<file path="config.mk">
export PLATFORM = sky130hd
export DESIGN_NAME = ind_seq_ctrl_flat
export DESIGN_NICKNAME = d
export VERILOG_FILES = /design/src/rtl/ind_seq_ctrl_if.sv /design/src/rtl/ind_seq_ctrl.sv /design/src/flat_wrapper.sv
export SDC_FILE = /design/constraint.sdc
export NUM_CORES = 1
export LEC_CHECK = 0
export CORE_ASPECT_RATIO = 2
export CORE_MARGIN = 2
export CORE_UTILIZATION = 50
export CTS_CLUSTER_DIAMETER = 120
export CTS_CLUSTER_SIZE = 28
export DETAILED_ROUTE_END_ITERATION = 16
export GPL_ROUTABILITY_DRIVEN = 1
export PLACE_DENSITY = 0.77
export SLEW_MARGIN = 20
export SYNTH_ARGS = -nofsm -noshare
export SYNTH_HDL_FRONTEND = slang
export SYNTH_SLANG_ARGS = --single-unit
</file>
<file path="constraint.sdc">
create_clock -name clk -period 2.3 [get_ports clk]
set_input_delay 0.46 -clock clk [delete_from_list [all_inputs] [get_ports clk]]
set_output_delay 0.46 -clock clk [all_outputs]
set_load 0.1 [all_outputs]
</file>
<file path="src/rtl/ind_seq_ctrl_if.sv">
// Command channel of the indicator sequencer: valid/ready handshake plus
// the operands that are sampled when a command is accepted.
interface ind_seq_ctrl_if #(
  parameter int DIV_W = 16,
  parameter int LEN_W = 8
);
  logic             cmd_valid;
  logic             cmd_ready;
  logic [1:0]       cmd_op;
  logic [2:0]       cmd_arg;
  logic [DIV_W-1:0] div;
  logic [LEN_W-1:0] len;
  logic             dir;

  modport master (output cmd_valid, cmd_op, cmd_arg, div, len, dir,
                  input  cmd_ready);
  modport slave  (input  cmd_valid, cmd_op, cmd_arg, div, len, dir,
                  output cmd_ready);
endinterface

</file>
<file path="src/rtl/ind_seq_ctrl.sv">
// Indicator sequencer: walks a 3-bit index through the fixed pattern table
// at a prescaled rate, under STOP/RUN/STEP/LOAD commands.
module ind_seq_ctrl #(
  parameter int DIV_W = 16,
  parameter int LEN_W = 8
) (
  input  logic          clk,
  input  logic          rst,
  ind_seq_ctrl_if.slave cmd,
  output logic          busy,
  output logic          done,
  output logic          cmd_err,
  output logic [2:0]    ind_idx,
  output logic [2:0]    ind_out
);

  localparam logic [1:0] OP_STOP = 2'b00;
  localparam logic [1:0] OP_RUN  = 2'b01;
  localparam logic [1:0] OP_STEP = 2'b10;
  localparam logic [1:0] OP_LOAD = 2'b11;

  typedef enum logic [1:0] {IDLE, RUN, STEP_WAIT} state_t;

  // operands captured at command accept; immune to later input changes
  typedef struct packed {
    logic [DIV_W-1:0] div;
    logic [LEN_W-1:0] len;
    logic             dir;
  } cfg_t;

  state_t           state_q, state_d;
  cfg_t             cfg_q;
  logic [DIV_W-1:0] presc_q;
  logic [LEN_W-1:0] rem_q;
  logic             rdy, acc, tick, last, done_d;

  // handshake and step-timing decode
  always_comb begin
    rdy    = (state_q != STEP_WAIT);
    acc    = cmd.cmd_valid & rdy;
    tick   = (state_q != IDLE) && (presc_q == '0);
    // final step of a bounded run; len==0 means continuous
    last   = (state_q == RUN) && tick && (cfg_q.len != '0) && (rem_q == LEN_W'(1));
    done_d = last || ((state_q == STEP_WAIT) && tick);
  end

  // state register
  always_ff @(posedge clk or negedge rst) begin
    if (!rst) state_q <= IDLE;
    else      state_q <= state_d;
  end

  // next-state logic
  always_comb begin
    state_d = state_q;
    case (state_q)
      IDLE: begin
        if (acc && cmd.cmd_op == OP_RUN)       state_d = RUN;
        else if (acc && cmd.cmd_op == OP_STEP) state_d = STEP_WAIT;
      end
      RUN: begin
        if (last || (acc && cmd.cmd_op == OP_STOP)) state_d = IDLE;
      end
      STEP_WAIT: begin
        if (tick) state_d = IDLE;
      end
      default: state_d = IDLE;
    endcase
  end

  // state-decoded outputs
  always_comb begin
    busy          = (state_q != IDLE);
    cmd.cmd_ready = rdy;
  end

  // datapath: prescaler, remaining count, index, status pulses
  always_ff @(posedge clk or negedge rst) begin
    if (!rst) begin
      cfg_q   <= '0;
      presc_q <= '0;
      rem_q   <= '0;
      ind_idx <= '0;
      done    <= 1'b0;
      cmd_err <= 1'b0;
    end else begin
      done    <= done_d;
      // anything but STOP during a run is dropped and flagged
      cmd_err <= (state_q == RUN) && acc && (cmd.cmd_op != OP_STOP);
      if (state_q == IDLE) begin
        if (acc) begin
          case (cmd.cmd_op)
            OP_RUN: begin
              cfg_q   <= '{div: cmd.div, len: cmd.len, dir: cmd.dir};
              presc_q <= cmd.div;
              rem_q   <= cmd.len;
            end
            OP_STEP: begin
              cfg_q.div <= cmd.div;
              cfg_q.dir <= cmd.dir;
              presc_q   <= cmd.div;
            end
            OP_LOAD: ind_idx <= cmd.cmd_arg;
            default: ;
          endcase
        end
      end else if (tick) begin
        // a tick is applied even when STOP is accepted on the same edge
        presc_q <= cfg_q.div;
        ind_idx <= cfg_q.dir ? ind_idx - 3'd1 : ind_idx + 3'd1;
        if (state_q == RUN && cfg_q.len != '0) rem_q <= rem_q - LEN_W'(1);
      end else begin
        presc_q <= presc_q - DIV_W'(1);
      end
    end
  end

  // pattern table lookup
  always_comb begin
    case (ind_idx)
      3'd0:    ind_out = 3'b000;
      3'd1:    ind_out = 3'b011;
      3'd2:    ind_out = 3'b010;
      3'd3:    ind_out = 3'b101;
      3'd4:    ind_out = 3'b001;
      3'd5:    ind_out = 3'b110;
      3'd6:    ind_out = 3'b100;
      default: ind_out = 3'b111;
    endcase
  end

endmodule

</file>
<file path="src/flat_wrapper.sv">
// flat-port wrapper written by rule: the top's interface ports become plain ports
module ind_seq_ctrl_flat 
#(
  parameter int DIV_W = 16,
  parameter int LEN_W = 8
)
  (clk, rst, busy, done, cmd_err, ind_idx, ind_out, cmd_cmd_valid, cmd_cmd_op, cmd_cmd_arg, cmd_div, cmd_len, cmd_dir, cmd_cmd_ready);
  ind_seq_ctrl_if #(.DIV_W(DIV_W), .LEN_W(LEN_W)) cmd_i ();
  input  logic clk;
  input  logic rst;
  output logic busy;
  output logic done;
  output logic cmd_err;
  output logic [2:0] ind_idx;
  output logic [2:0] ind_out;
  input wire logic [$bits(cmd_i.cmd_valid)-1:0] cmd_cmd_valid;
  input wire logic [$bits(cmd_i.cmd_op)-1:0] cmd_cmd_op;
  input wire logic [$bits(cmd_i.cmd_arg)-1:0] cmd_cmd_arg;
  input wire logic [$bits(cmd_i.div)-1:0] cmd_div;
  input wire logic [$bits(cmd_i.len)-1:0] cmd_len;
  input wire logic [$bits(cmd_i.dir)-1:0] cmd_dir;
  output wire logic [$bits(cmd_i.cmd_ready)-1:0] cmd_cmd_ready;
  assign cmd_i.cmd_valid = cmd_cmd_valid;
  assign cmd_i.cmd_op = cmd_cmd_op;
  assign cmd_i.cmd_arg = cmd_cmd_arg;
  assign cmd_i.div = cmd_div;
  assign cmd_i.len = cmd_len;
  assign cmd_i.dir = cmd_dir;
  assign cmd_cmd_ready = cmd_i.cmd_ready;
  ind_seq_ctrl #(.DIV_W(DIV_W), .LEN_W(LEN_W)) u_core (.clk(clk), .rst(rst), .cmd(cmd_i), .busy(busy), .done(done), .cmd_err(cmd_err), .ind_idx(ind_idx), .ind_out(ind_out));
endmodule
</file>
==> summary.txt, run 1 <==
Place
  • Post-Place Cells: 481
  • Routability cong.: ~0.8
  • Number of port buffers: 42
  • DP Wirelength: 5.708 mm

Finish
  • Finished Layout Cells: 496
  • Fill count: 494
  • Register area: 1413 um2
  • Commonest non-fill, non-tap cell in the layout: dfrtp_1
  • Final net count: ~460
  • Number of diodes: 0
  • Fraction of layout cells with a size suffix above 1: 0.2976
  • Layout area overhead: 36.84%
  • Multi-input combinational cell area: 1886 um2
  • Most frequent cells in the layout: dfrtp_1 (53), nand2_1 (45), buf_4 (40)

Global route
  • First-pass GRT wire length: 13.35 mm
  • Largest net degree at the start of global routing: 57
  • Tot GR Track Use: 0.2442
  • Vias in the first global route: 2913
  • Remaining Overflow, GRT: 0
  • Initial antenna violation count: 0

Critical path
  • Slowest stage cell on the critical path: dfrtp_4
  • Critical path, cell by cell: ha_4 -> or4_4 -> a21oi_2 -> or3b_4 -> buf_12
  • WP data required: 1.84 ns
  • Worst-path maximum fanout: 5
  • Setup crit end kind: output port
  • WP buf/inv: 1
  • Worst Setup Start Kind: flop
  • Arrival @ worst endpoint: 1.99 ns
  • Setup CP Type: flop to output port
  • Critical Path Max Stage Delay: 0.53 ns
  • CP delay by family, top: simple AND/OR/NAND/NOR gates

Timing
  • Slew HR: 0.5191
  • Worst-Margin Slew: roughly 0.7 ns
  • Setup TNS: -0.4126 ns
  • Final critical-path share of the clock period: 1.066
  • Final setup vio count: 13
  • Achievable frequency: between 400 and 500 MHz
  • RSZ-0062 raised after global routing: true
  • Slew Limit Fails: 0
  • Final hold violations: 0
  • Min cycle time layout: approximately 2.5 ns
  • Final worst slack: -0.1509 ns
  • Clock Skew: ~0.0072 ns

CTS
  • CTS Buffer Depth: 2
  • Total CTS buffers: 5
  • Htree depth: 2
  • # hold bufs at CTS: 0
  • Clk root buf: clkbuf_16
  • CTS tree: built
  • Worst-Skew Late Latency: 0.30 ns
  • TritonCTS Sinks: 56
  • CTS clock-pin slew for the worst setup and hold paths: 0.07 ns

Die
  • FP Rows: 41
  • Die width: slightly above 60 um
  • Die height: ~120 um
  • Starting density of the core: 0.5128
  • Core Box Area: ~6300 um2
  • Die ar.: 7114 um2
  • I/O pin count: 43

Run
  • Max Cap Violations: 0

Drt
  • Routed WL: 8.195 mm
  • Residual DRC: 0
  • Number of DRC markers in iteration 0: roughly 150
  • Pre-antenna DRT Iters: 4
  • Routed length per instance: 16.52 um
  • Via count: 2832
  • Vias per cell: 5.710
  • Routed Antenna Nets: 0

Pwr
  • Peak supply drop: between 0.9 and 1 mV
  • Power Internal: 3486 uW
  • Sequential share of power: 0.295
  • Pwr per Cell Area: between 1000 and 1500 nW/um2
  • Leakage power: 0.001958 uW
  • Switching Share: 0.4664
  • Sw power: a little over 3000 uW
  • Combinational share of power: 0.585
  • Clock power share: 0.120

Logic synthesis
  • Mapped Avg Cell Area: 9.552 um2
  • Synth Area in Adders: 0.05458
  • Xor/xnor share of the synthesized area: 0.02183
  • Simple-gate share of the synthesized area: 0.1871
  • Complex-gate fraction of the synthesized area: 0.1634
  • Ys async rst share: 1.000
  • Sequential-to-total area share from yosys stat: 0.4366
  • Mux cell area share after synthesis: 0.1006
  • #FFs+latches synth: 56
  • Synth area leaders: dfrtp_1 (44%), mux2_2 (6.3%), ha_1 (5.5%)
  • Largest family of logic cells by synthesized area: simple AND/OR/NAND/NOR gates
  • Cell Area, Synth: 3209 um2
  • Post-synth EDFFs: 0
  • Synthesized instance count: 336
  • Distinct cell type count of the synthesized netlist: 49
  • Leading area contributor after synthesis: dfrtp_1
  • Main synth FF type: dfrtp_1
  • Synth top area share: 0.4366
  • Synth warn: 0
  • Mapped Nets: 383

Hold path
  • Min-delay worst type: input pin to async pin

Status
  • Failing checks: setup timing
  • Status: finished with violations
## cell usage after synthesis, drive strengths merged (5+ instances only)
library cell and count:
mux2i 12, or4 5, dfrtp 56, inv 9, nand3 13, clkbuf 10, mux2 18, a21oi 29
nand2 45, nor4 5, ha 14, buf 5, o21ai 29, xnor2 6, nor2 18, o22ai 10
o211ai 5
## final timing paths
| check | start | endpoint | slack [ns] | depth (start not counted) |
|---|---|---|---|---|
| min | rst | u_core.ind_idx[1] | 0.27 | 2 |
| max in group asynchronous | rst | u_core.ind_idx[0] | 1.49 | 2 |
| max reg2reg | u_core.presc_q[0] | u_core.presc_q[7] | -0.06 | 6 |
| min in group clk | u_core.state_q[0] | u_core.state_q[1] | 0.47 | 1 |
| min reg2reg | u_core.state_q[0] | u_core.state_q[1] | 0.47 | 1 |
| max | u_core.ind_idx[0] | ind_out[2] | -0.15 | 5 |
## layout make-up
cell class / count / share of cell area
clock buffers: 5 / 0.02849
clock inverters: 3 / 0.005128
inverters: 10 / 0.008547
multi-input cells: 255 / 0.4293
flip-flops and latches: 56 / 0.3217
well taps: 86 / 0.02450
repair buffers: 81 / 0.1823
## routing by layer
metal / GRT usage / routed length (um)
met1: 0.2734 / 2875
met2: 0.4335 / 4770
met3: 0.03969 / 310
met4: 0.09783 / 239
met5: 0 / 0
## cells by family (layout without fill, tap and decap cells)
group / count (synthesis) / in the layout
AO/OA/AOI/OAI: 87 / 87
XOR/XNOR: 8 / 8
adder cells (fa/ha/maj): 14 / 14
buffers and inverters: 25 / 99
flip-flops: 56 / 56
multiplexers: 30 / 30
AND/OR/NAND/NOR: 116 / 116
## power by group through the flow
stage / Sequential [uW] / Clock, uW / Combinational (uW)
after global placement: 1850 / 0 / 3430
after CTS: 1870 / 790 / 3620
after floorplan: 2020 / 0 / 2280
after detailed placement: 1870 / 0 / 3550
final: 1930 / 785 / 3820
after global routing: 1970 / 841 / 4160
## through the flow
stage / hold WS [ns] / worst slack (ns) / instance area [um2] / utilization / total power (uW)
finish: 0.2696 / -0.1509 / 4392 / 0.7017 / 6533
global route: 0.3514 / -0.1985 / 4392 / 0.7017 / 6968
CTS: 0.3173 / -0.1520 / 4198 / 0.6707 / 6276
detailed placement: 0.4621 / -0.03976 / 4001 / 0.6393 / 5421
global placement: 0.4592 / 0.06272 / 4001 / 0.6393 / 5283
floorplan: 0.1644 / -0.06122 / 3267 / - / 4295
## what timing repair did
action | 4_1_cts | 5_1_grt
endpoints found under the hold margin | 0 | 0
gates cloned | 0 | 2
endpoints found under the setup margin | 14 | 18
pin swaps | 6 | 11
buffers inserted | 2 | 3
gates resized for setup | 7 | 38
## flip-flops by register name, indices dropped and copies added, names as in the netlist
signal / count
u_core.cfg_q: 25
u_core.presc_q: 16
u_core.rem_q: 8
u_core.ind_idx: 3
u_core.state_q: 2
u_core.cmd_err: 1
u_core.done: 1
(Power assumes the default switching activity.)
==> run 2, diff against run 1 <==
--- a/config.mk
+++ b/config.mk
@@ -6,14 +6,14 @@
 export NUM_CORES = 1
 export LEC_CHECK = 0
 export CORE_ASPECT_RATIO = 2
-export CORE_MARGIN = 2
+export CORE_MARGIN = 1
 export CORE_UTILIZATION = 50
 export CTS_CLUSTER_DIAMETER = 120
 export CTS_CLUSTER_SIZE = 28
 export DETAILED_ROUTE_END_ITERATION = 16
 export GPL_ROUTABILITY_DRIVEN = 1
 export PLACE_DENSITY = 0.77
-export SLEW_MARGIN = 20
+export SLEW_MARGIN = 5
 export SYNTH_ARGS = -nofsm -noshare
 export SYNTH_HDL_FRONTEND = slang
 export SYNTH_SLANG_ARGS = --single-unit
==> run 2 against run 1 <==
The run still ends with setup timing left. Combinational power hardly changed. Via count up 0.25%. Sequential share of layout area fell by 0.25 points. Die area shrank 4.9%. Setup slack got worse by 0.0076 ns. Clock power fell by 1%. Non-clock buffer count shrank 1. Sequential power about the same. Clock skew grew 0.0041 ns. Utilization is 0.56 points higher. First-iteration DRC count is 49% lower. Critical path type unchanged.
==> summary.txt, run 2 (synthesis gave the netlist of run 1 again) <==
Pwr
  • Power Internal: around 3500 uW
  • Sequential share of power: 0.297
  • Pwr per Cell Area: 1468 nW/um2
  • Switching Share: 0.4644
  • Combinational share of power: 0.584
  • Peak supply drop: 1.028 mV
  • Sw power: 3018 uW
  • Leakage power: 0.001952 uW
  • Clock power share: 0.119

CTS
  • Total CTS buffers: 5
  • TritonCTS Sinks: 56
  • # hold bufs at CTS: 0
  • Htree depth: 2
  • CTS tree: built
  • Clk root buf: clkbuf_16
  • CTS clock-pin slew for the worst setup and hold paths: roughly 0.080 ns
  • Worst-Skew Late Latency: approximately 0.3 ns
  • CTS Buffer Depth: 2

Critical path
  • Critical Path Max Stage Delay: around 0.53 ns
  • Critical path, cell by cell: ha_4 -> or4_1 -> a21oi_1 -> or3b_4 -> buf_12
  • Arrival @ worst endpoint: 2.00 ns
  • Setup crit end kind: output port
  • WP data required: around 1.8 ns
  • Worst-path maximum fanout: 5
  • Slowest stage cell on the critical path: dfrtp_4
  • Setup CP Type: flop to output port
  • Worst Setup Start Kind: flop
  • R2R setup slack: -0.04 ns

Timing
  • Slew Limit Fails: 0
  • Hold_ws: 0.04002 ns
  • Slew HR: 0.6289
  • Worst-Margin Slew: 0.5516 ns
  • Setup TNS: -0.2456 ns
  • Min cycle time layout: 2.459 ns
  • Final setup vio count: 7
  • RSZ-0062 raised after global routing: true
  • Clock Skew: 0.01129 ns
  • Achievable frequency: between 400 and 500 MHz
  • Final hold violations: 0
  • Final critical-path share of the clock period: 1.069
  • Final worst slack: -0.1586 ns

Drt
  • Vias per cell: 5.735
  • Routed Antenna Nets: 0
  • Via count: around 2800
  • Number of DRC markers in iteration 0: 75
  • Routed WL: between 8 and 9 mm
  • Residual DRC: 0
  • Pre-antenna DRT Iters: 4
  • Routed length per instance: 16.34 um

Global route
  • Vias in the first global route: 2831
  • Largest net degree at the start of global routing: 28
  • Remaining Overflow, GRT: 0
  • Tot GR Track Use: 0.2518
  • First-pass GRT wire length: 12.83 mm
  • Initial antenna violation count: 0

Place
  • Routability cong.: 0.8238
  • DP Wirelength: between 5 and 6 mm
  • Post-Place Cells: 480
  • Number of port buffers: 42
  • DP Area: 4006 um2

Status
  • Status: finished with violations
  • Failing checks: setup timing

Die
  • Die height: ~120 um
  • FP Rows: 41
  • Starting density of the core: 0.5128
  • I/O pin count: 43
  • Die width: 58.65 um
  • Die ar.: a little under 7000 um2
  • Core Box Area: 6259 um2

Finish
  • Finished Layout Cells: 495
  • Largest regs: u_core.cfg_q: 25 flops, u_core.presc_q: 16 flops, u_core.rem_q: 8 flops
  • Fraction of layout cells with a size suffix above 1: 0.3007
  • Final core utilization: 0.7073
  • Fill count: between 500 and 600
  • Design area: 4427 um2
  • Largest Register: u_core.cfg_q
  • Max FFs per register: 25
  • Final net count: 455
  • Layout area overhead: 37.93%
  • Commonest non-fill, non-tap cell in the layout: dfrtp_1
  • Most frequent cells in the layout: dfrtp_1 (53), nand2_1 (43), buf_4 (38)
  • Number of diodes: 0

Run
  • Max Cap Violations: 0

Hold path
  • Min-delay worst type: input pin to async pin
[run 2: changes by cell type in the layout (fill, tap and decap cells not counted), sizes merged]
| cell | change |
|---|---|
| clkinvlp | +2 |
| buf | -1 |
| clkinv | -1 |
| inv | -1 |
[run 2: worst paths after layout]
path	from	end	cells past startpoint
min in group clk	u_core.cfg_q[7]	u_core.cfg_q[7]	2
hold reg to reg	u_core.cfg_q[7]	u_core.cfg_q[7]	2
setup reg to reg	u_core.presc_q[0]	u_core.presc_q[7]	6
hold / removal	rst	u_core.rem_q[7]	1
max in group asynchronous	rst	u_core.cfg_q[24]	2
setup / recovery	u_core.ind_idx[0]	ind_out[2]	5
[run 2: what timing repair did]
action                     CTS  global route
setup endpoints to repair   14            23
setup buffers                2             2
gates resized for setup      3            45
pin swaps                    4            12
gates cloned                 0             3
[run 2: cell type report]
type / count / area (um2) / share of cell area
multi-input combinational: 255 / 1918 / 0.4333
sequential: 56 / 1413 / 0.3191
timing repair buffer: 80 / 802.0 / 0.1812
clock buffer: 5 / 125.1 / 0.02826
tap: 86 / 107.6 / 0.02431
inverter: 10 / 37.54 / 0.008479
clock inverter: 3 / 23.77 / 0.005370
[run 2: layer usage]
metal | share of wire | up-vias | wire length, um | GRT usage
met5 | 0 | - | 0 | 0
met4 | 0.050 | 0 | 403 | 0.1460
met3 | 0.022 | 31 | 175 | 0.03487
met2 | 0.55 | 56 | 4440 | 0.4651
met1 | 0.38 | 1392 | 3069 | 0.2611
li1 | - | 1360 | - | -
[run 2: critical path: cells and delay by family, from the launching register on]
kind | cells | cell delay, ns
AOI/OAI and AO/OA | 1 | 0.14
adders and majority gates | 1 | 0.17
buffers and inverters | 1 | 0.17
DFF | 1 | 0.53
and+or+nand+nor | 2 | 0.68
[run 2: power groups by stage]
stage               sequential, uW  clock, uW  combinational (uW)
global route                  2000        830                4100
CTS                           1870        796                3560
finish                        1930        776                3800
floorplan                     2020          0                2280
global placement              1860          0                3420
detailed placement            1890          0                3530
[run 2: through the flow]
step / worst slack (ns) / total power [uW]
detailed placement: -0.02945 / 5411
floorplan: -0.06122 / 4295
CTS: -0.1605 / 6223
global route: -0.1912 / 6931
global placement: 0.05470 / 5282
finish: -0.1586 / 6500
==> variant 1: new RTL, settings of run 1 <==
`DIV_W` is set to 16 in 3 places; all go to 24.
--- a/src/rtl/ind_seq_ctrl_if.sv
+++ b/src/rtl/ind_seq_ctrl_if.sv
@@ -1,7 +1,7 @@
 // Command channel of the indicator sequencer: valid/ready handshake plus
 // the operands that are sampled when a command is accepted.
 interface ind_seq_ctrl_if #(
-  parameter int DIV_W = 16,
+  parameter int DIV_W = 24,
   parameter int LEN_W = 8
 );
   logic             cmd_valid;
--- a/src/rtl/ind_seq_ctrl.sv
+++ b/src/rtl/ind_seq_ctrl.sv
@@ -1,7 +1,7 @@
 // Indicator sequencer: walks a 3-bit index through the fixed pattern table
 // at a prescaled rate, under STOP/RUN/STEP/LOAD commands.
 module ind_seq_ctrl #(
-  parameter int DIV_W = 16,
+  parameter int DIV_W = 24,
   parameter int LEN_W = 8
 ) (
   input  logic          clk,
--- a/src/flat_wrapper.sv
+++ b/src/flat_wrapper.sv
@@ -1,7 +1,7 @@
 // flat-port wrapper written by rule: the top's interface ports become plain ports
 module ind_seq_ctrl_flat 
 #(
-  parameter int DIV_W = 16,
+  parameter int DIV_W = 24,
   parameter int LEN_W = 8
 )
   (clk, rst, busy, done, cmd_err, ind_idx, ind_out, cmd_cmd_valid, cmd_cmd_op, cmd_cmd_arg, cmd_div, cmd_len, cmd_dir, cmd_cmd_ready);
Interface: changed (resized cmd_div); port bits go from 43 to 51. The function was not compared with the original's and may differ.
==> variant 1 against run 1 <==
Critical path type is now reg -> reg; global-route usage increased by 1.6 points; largest power group unchanged; hold slack lost 130 ps; sequential share of layout area is 0.71 points lower; critical endpoint is now u_core.presc_q[21]; worst setup slack improved by 110 ps; sequential power grew 26%; wire length rose by 44%; utilization is 0.76 points lower; count of clock-buffer cells in the layout increased by 8; the run still ends with setup timing left; cell area grew 31%; sequential cell count grew 16; register-to-register slack improved by 20 ps; power is 29% higher; critical path depth is the same; area after synthesis is 32% higher.
==> variant 1: results (changes against run 1) <==
post-synthesis compound-gate area fraction=15.99% (was 16.34%); layout filler cell count=624 (was 494); Max Clock Skew=5.878 ps (was 7.173 ps); XOR/XNOR Fraction of Synth Area=2.268% (was 2.183%); failing checks=setup timing (unchanged); M2 GR Usage=48.72% (was 43.35%); layout cells sized above 1=23.73% (was 29.76%); mux contribution to synthesized area=8.130% (was 10.06%); worst setup margin=-44.07 ps (was -150.9 ps); cells after synthesis=474 (was 336); Post-DP Area=5301 µm² (was 4001 µm²); placed insts=652 (was 481); HPWL Detailed=8508 µm (was 5708 µm); first-pass GRT wire length=19230 µm (was 13350 µm); met1 WL=4194 µm (was 2875 µm); Final Util=69.41% (was 70.17%); Num CTS Buffers=9 (was 5); gr usage total=25.97% (was 24.42%); metal3 WL=524 µm (was 310 µm); CP Max Fanout=4 (was 5); reg2reg end=u_core.presc_q[21] (was u_core.presc_q[7]); H-tree Lvls=3 (was 2); Top Registers=u_core.cfg_q (33), u_core.presc_q (24), u_core.rem_q (8) (was u_core.cfg_q (25), u_core.presc_q (16), u_core.rem_q (8)); TritonRoute pass-1 iters=5 (was 4); outcome=complete, but fails checks (unchanged); distinct cell type count after synthesis=55 (was 49); largest net degree at the start of global routing=73 (was 57); Critical Path AT=2560 ps (was 1990 ps); vias in the first global route=4165 (was 2913); Final Non-Filler Cells=671 (was 496); Port Buffers=50 (was 42); Critical R2R Launch=u_core.presc_q[12] (was u_core.presc_q[0]); Final Net Count=623 (was 456); commonest cells in the netlist=101 x nand2_1, 72 x dfrtp_1, 30 x o21ai_0 (was 56 x dfrtp_1, 45 x nand2_1, 29 x a21oi_1); total wire length=11840 µm (was 8195 µm); worst hold slack=141.8 ps (was 269.6 ps); final-report setup violation count=1 (was 13); RePlAce Congestion=0.9393 (was 0.8076); Slew HR=50.55% (was 51.91%); Slowest-stage cell, CP=or4_4 (was dfrtp_4); clk_lat worst skew=340 ps (was 300 ps)
variant 1: cell types whose count changed after synthesis, sizes merged, moves of 8 or more:
cell	run 1	this run
dfrtp	56	72
nand2	45	101
clkbuf	10	20
a21oi	29	19
nor3	3	18
nor4	5	13
mux2i	12	21
variant 1: worst max-delay path by stage:
stage | start | end | slack, ps | cells past startpoint
after detailed placement | cmd_cmd_op[0] | u_core.rem_q[5] | -140 | 7
after CTS | u_core.presc_q[12] | u_core.presc_q[21] | -40 | 5
after global routing | u_core.presc_q[12] | u_core.presc_q[21] | -100 | 5
final | u_core.presc_q[12] | u_core.presc_q[21] | -40 | 5
after global placement | cmd_cmd_op[1] | u_core.rem_q[5] | -90 | 8
after floorplan | u_core.presc_q[10] | u_core.presc_q[21] | -140 | 6
variant 1: cell type report:
| class | instances | share of cell area, % |
|---|---|---|
| tap | 98 | 2.130 |
| sequential | 72 | 31.46 |
| clock buffer | 13 | 4.348 |
| clock inverter | 3 | 1.130 |
| multi-input combinational | 365 | 42.91 |
| inverter | 11 | 0.7174 |
| timing repair buffer | 109 | 17.30 |
variant 1: critical path: cells and delay by family, from the launching register on:
kind | cells | cell delay [ps]
DFF | 1 | 370
AOI/OAI and AO/OA | 2 | 340
and+or+nand+nor | 3 | 1510
variant 1: repair_timing:
action                     4_1_cts  5_1_grt
setup endpoints to repair       20       27
gates resized for setup         10       16
setup buffers                    3        0
cloned                           0        0
pin swaps                        2        5
hold endpoints to repair         0        0
variant 1: where the power goes:
group          switching (mW)  internal, mW  total (mW)
registers               0.549          1.88        2.43
clock network           0.525         0.978        1.50
logic                    2.66          1.84        4.50
total                    3.73          4.70        8.43
==> variant 2: new RTL, flow settings as in run 1 <==
Made on the original files. The 3 states of `state_t` get a one-hot encoding in 3 bits.
--- a/src/rtl/ind_seq_ctrl.sv
+++ b/src/rtl/ind_seq_ctrl.sv
@@ -19,7 +19,7 @@
   localparam logic [1:0] OP_STEP = 2'b10;
   localparam logic [1:0] OP_LOAD = 2'b11;
 
-  typedef enum logic [1:0] {IDLE, RUN, STEP_WAIT} state_t;
+  typedef enum logic [2:0] {IDLE = 3'b001, RUN = 3'b010, STEP_WAIT = 3'b100} state_t;
 
   // operands captured at command accept; immune to later input changes
   typedef struct packed {
Check against the original RTL: same outputs for any inputs over 10 cycles, from zero or initial values and one cycle with rst low; not proved beyond that.
==> variant 2 against run 1 <==
The flow still finishes with violations (setup timing); area after synthesis increased by 4.1%; via count increased by 2.3%; cell area increased by 0.28%; count of clock-buffer cells in the layout increased by 11; sequential cell count increased by 1; cell count decreased by 0.60%; power decreased by 23%; wire length about the same; sequential share of layout area increased by 0.45 points; combinational power decreased by 46%; sequential power decreased by 9.8%; worst setup slack improved by 17 ps.
==> variant 2: results (changes against run 1) <==
outcome=complete, but fails checks (unchanged); failing checks=setup timing (unchanged); layout filler cell count=534 (was 494); HPWL Detailed=5887 µm (was 5708 µm); Power Clock=1.19 mW (was 0.785 mW); vias per inst=5.876 (was 5.710); commonest cells in the netlist=56 x dfrtp_1, 28 x a21oi_1, 26 x mux2_2 (was 56 x dfrtp_1, 45 x nand2_1, 29 x a21oi_1); Post-Syn Nets=385 (was 383); clk_lat worst skew=330 ps (was 300 ps); flop2flop setup slack=170 ps (was -60 ps); Num CTS Buffers=9 (was 5); routed wl met2=4326 µm (was 4770 µm); first-pass GRT wire length=13520 µm (was 13350 µm); met3 Usage GRT=5.172% (was 3.969%); seq pwr=1.74 mW (was 1.93 mW); Yosys top cell area share=41.96% (was 43.66%); Final Net Count=447 (was 456); post_cts resized=3 (was 7); worst hold slack=97.81 ps (was 269.6 ps); vias in the first global route=2919 (was 2913); DRT iter0 DRCs=180 (was 148); H-tree Lvls=3 (was 2); Critical Path AT=1970 ps (was 1990 ps); layout cells sized above 1=23.21% (was 29.76%); worst setup margin=-133.6 ps (was -150.9 ps); internal power=3.076 mW (was 3.486 mW); Slew HR=66.60% (was 51.91%); post-synthesis compound-gate area fraction=17.50% (was 16.34%); final-report setup violation count=1 (was 13); mux contribution to synthesized area=12.06% (was 10.06%); Post-DP Area=4065 µm² (was 4001 µm²); CP Max Fanout=5 (unchanged); peak supply drop=1.002 mV (was 0.9435 mV); RePlAce Congestion=0.8742 (was 0.8076); gr usage total=24.27% (was 24.42%); total die area=7388 µm² (was 7114 µm²); metal3 WL=309 µm (was 310 µm); setup tns final=-133.6 ps (was -412.6 ps); Final Non-Filler Cells=493 (was 496); M2 GR Usage=39.87% (was 43.35%); XOR/XNOR Fraction of Synth Area=2.623% (was 2.183%); Synth area leaders=dfrtp_1 42%, mux2_2 8.8%, ha_1 5.2% (was dfrtp_1 44%, mux2_2 6.3%, ha_1 5.5%); Switch Pwr=1.926 mW (was 3.047 mW); total wire length=8191 µm (was 8195 µm); post-CTS setup buffers=3 (was 2); area share of fa/ha/maj cells after synthesis=5.245% (was 5.458%); pre-CTS worst setup slack=-17.86 ps (was -39.76 ps); clk slew on worst S/H paths=50 ps (was 70 ps); distinct cell type count after synthesis=57 (was 49); Slowest-stage cell, CP=or4_4 (was dfrtp_4); largest net degree at the start of global routing=39 (was 57); Static Leakage=1.863 nW (was 1.958 nW); GR Layer Usage met1=30.03% (was 27.34%); Mean Syn Cell Area=9.880 µm² (was 9.552 µm²)
==> variant 2: cell types whose count changed after synthesis, sizes merged, moves of 4 or more <==
cell	before	now
a31oi	0	4
inv	9	13
mux2	18	26
nand2	45	18
nand3	13	17
==> variant 2: path summary, 6_finish.rpt <==
check                                endpoint  depth (start not counted)         startpoint
setup / recovery                   ind_out[2]                          5  u_core.ind_idx[0]
hold / removal             u_core.presc_q[14]                          1                rst
setup reg to reg              u_core.rem_q[7]                          7  u_core.presc_q[0]
hold reg to reg              u_core.cfg_q[21]                          1   u_core.cfg_q[21]
max in group asynchronous   u_core.state_q[0]                          2                rst
min in group clk             u_core.cfg_q[21]                          1   u_core.cfg_q[21]
==> variant 2: area by class of cell <==
cell class | count | area (µm²) | area share (%)
timing repair buffer | 64 | 643.1 | 14.60
multi-input combinational | 255 | 1894 | 43.01
clock buffer | 16 | 271.5 | 6.165
sequential | 57 | 1436 | 32.61
tap | 88 | 110.1 | 2.500
inverter | 13 | 48.80 | 1.108
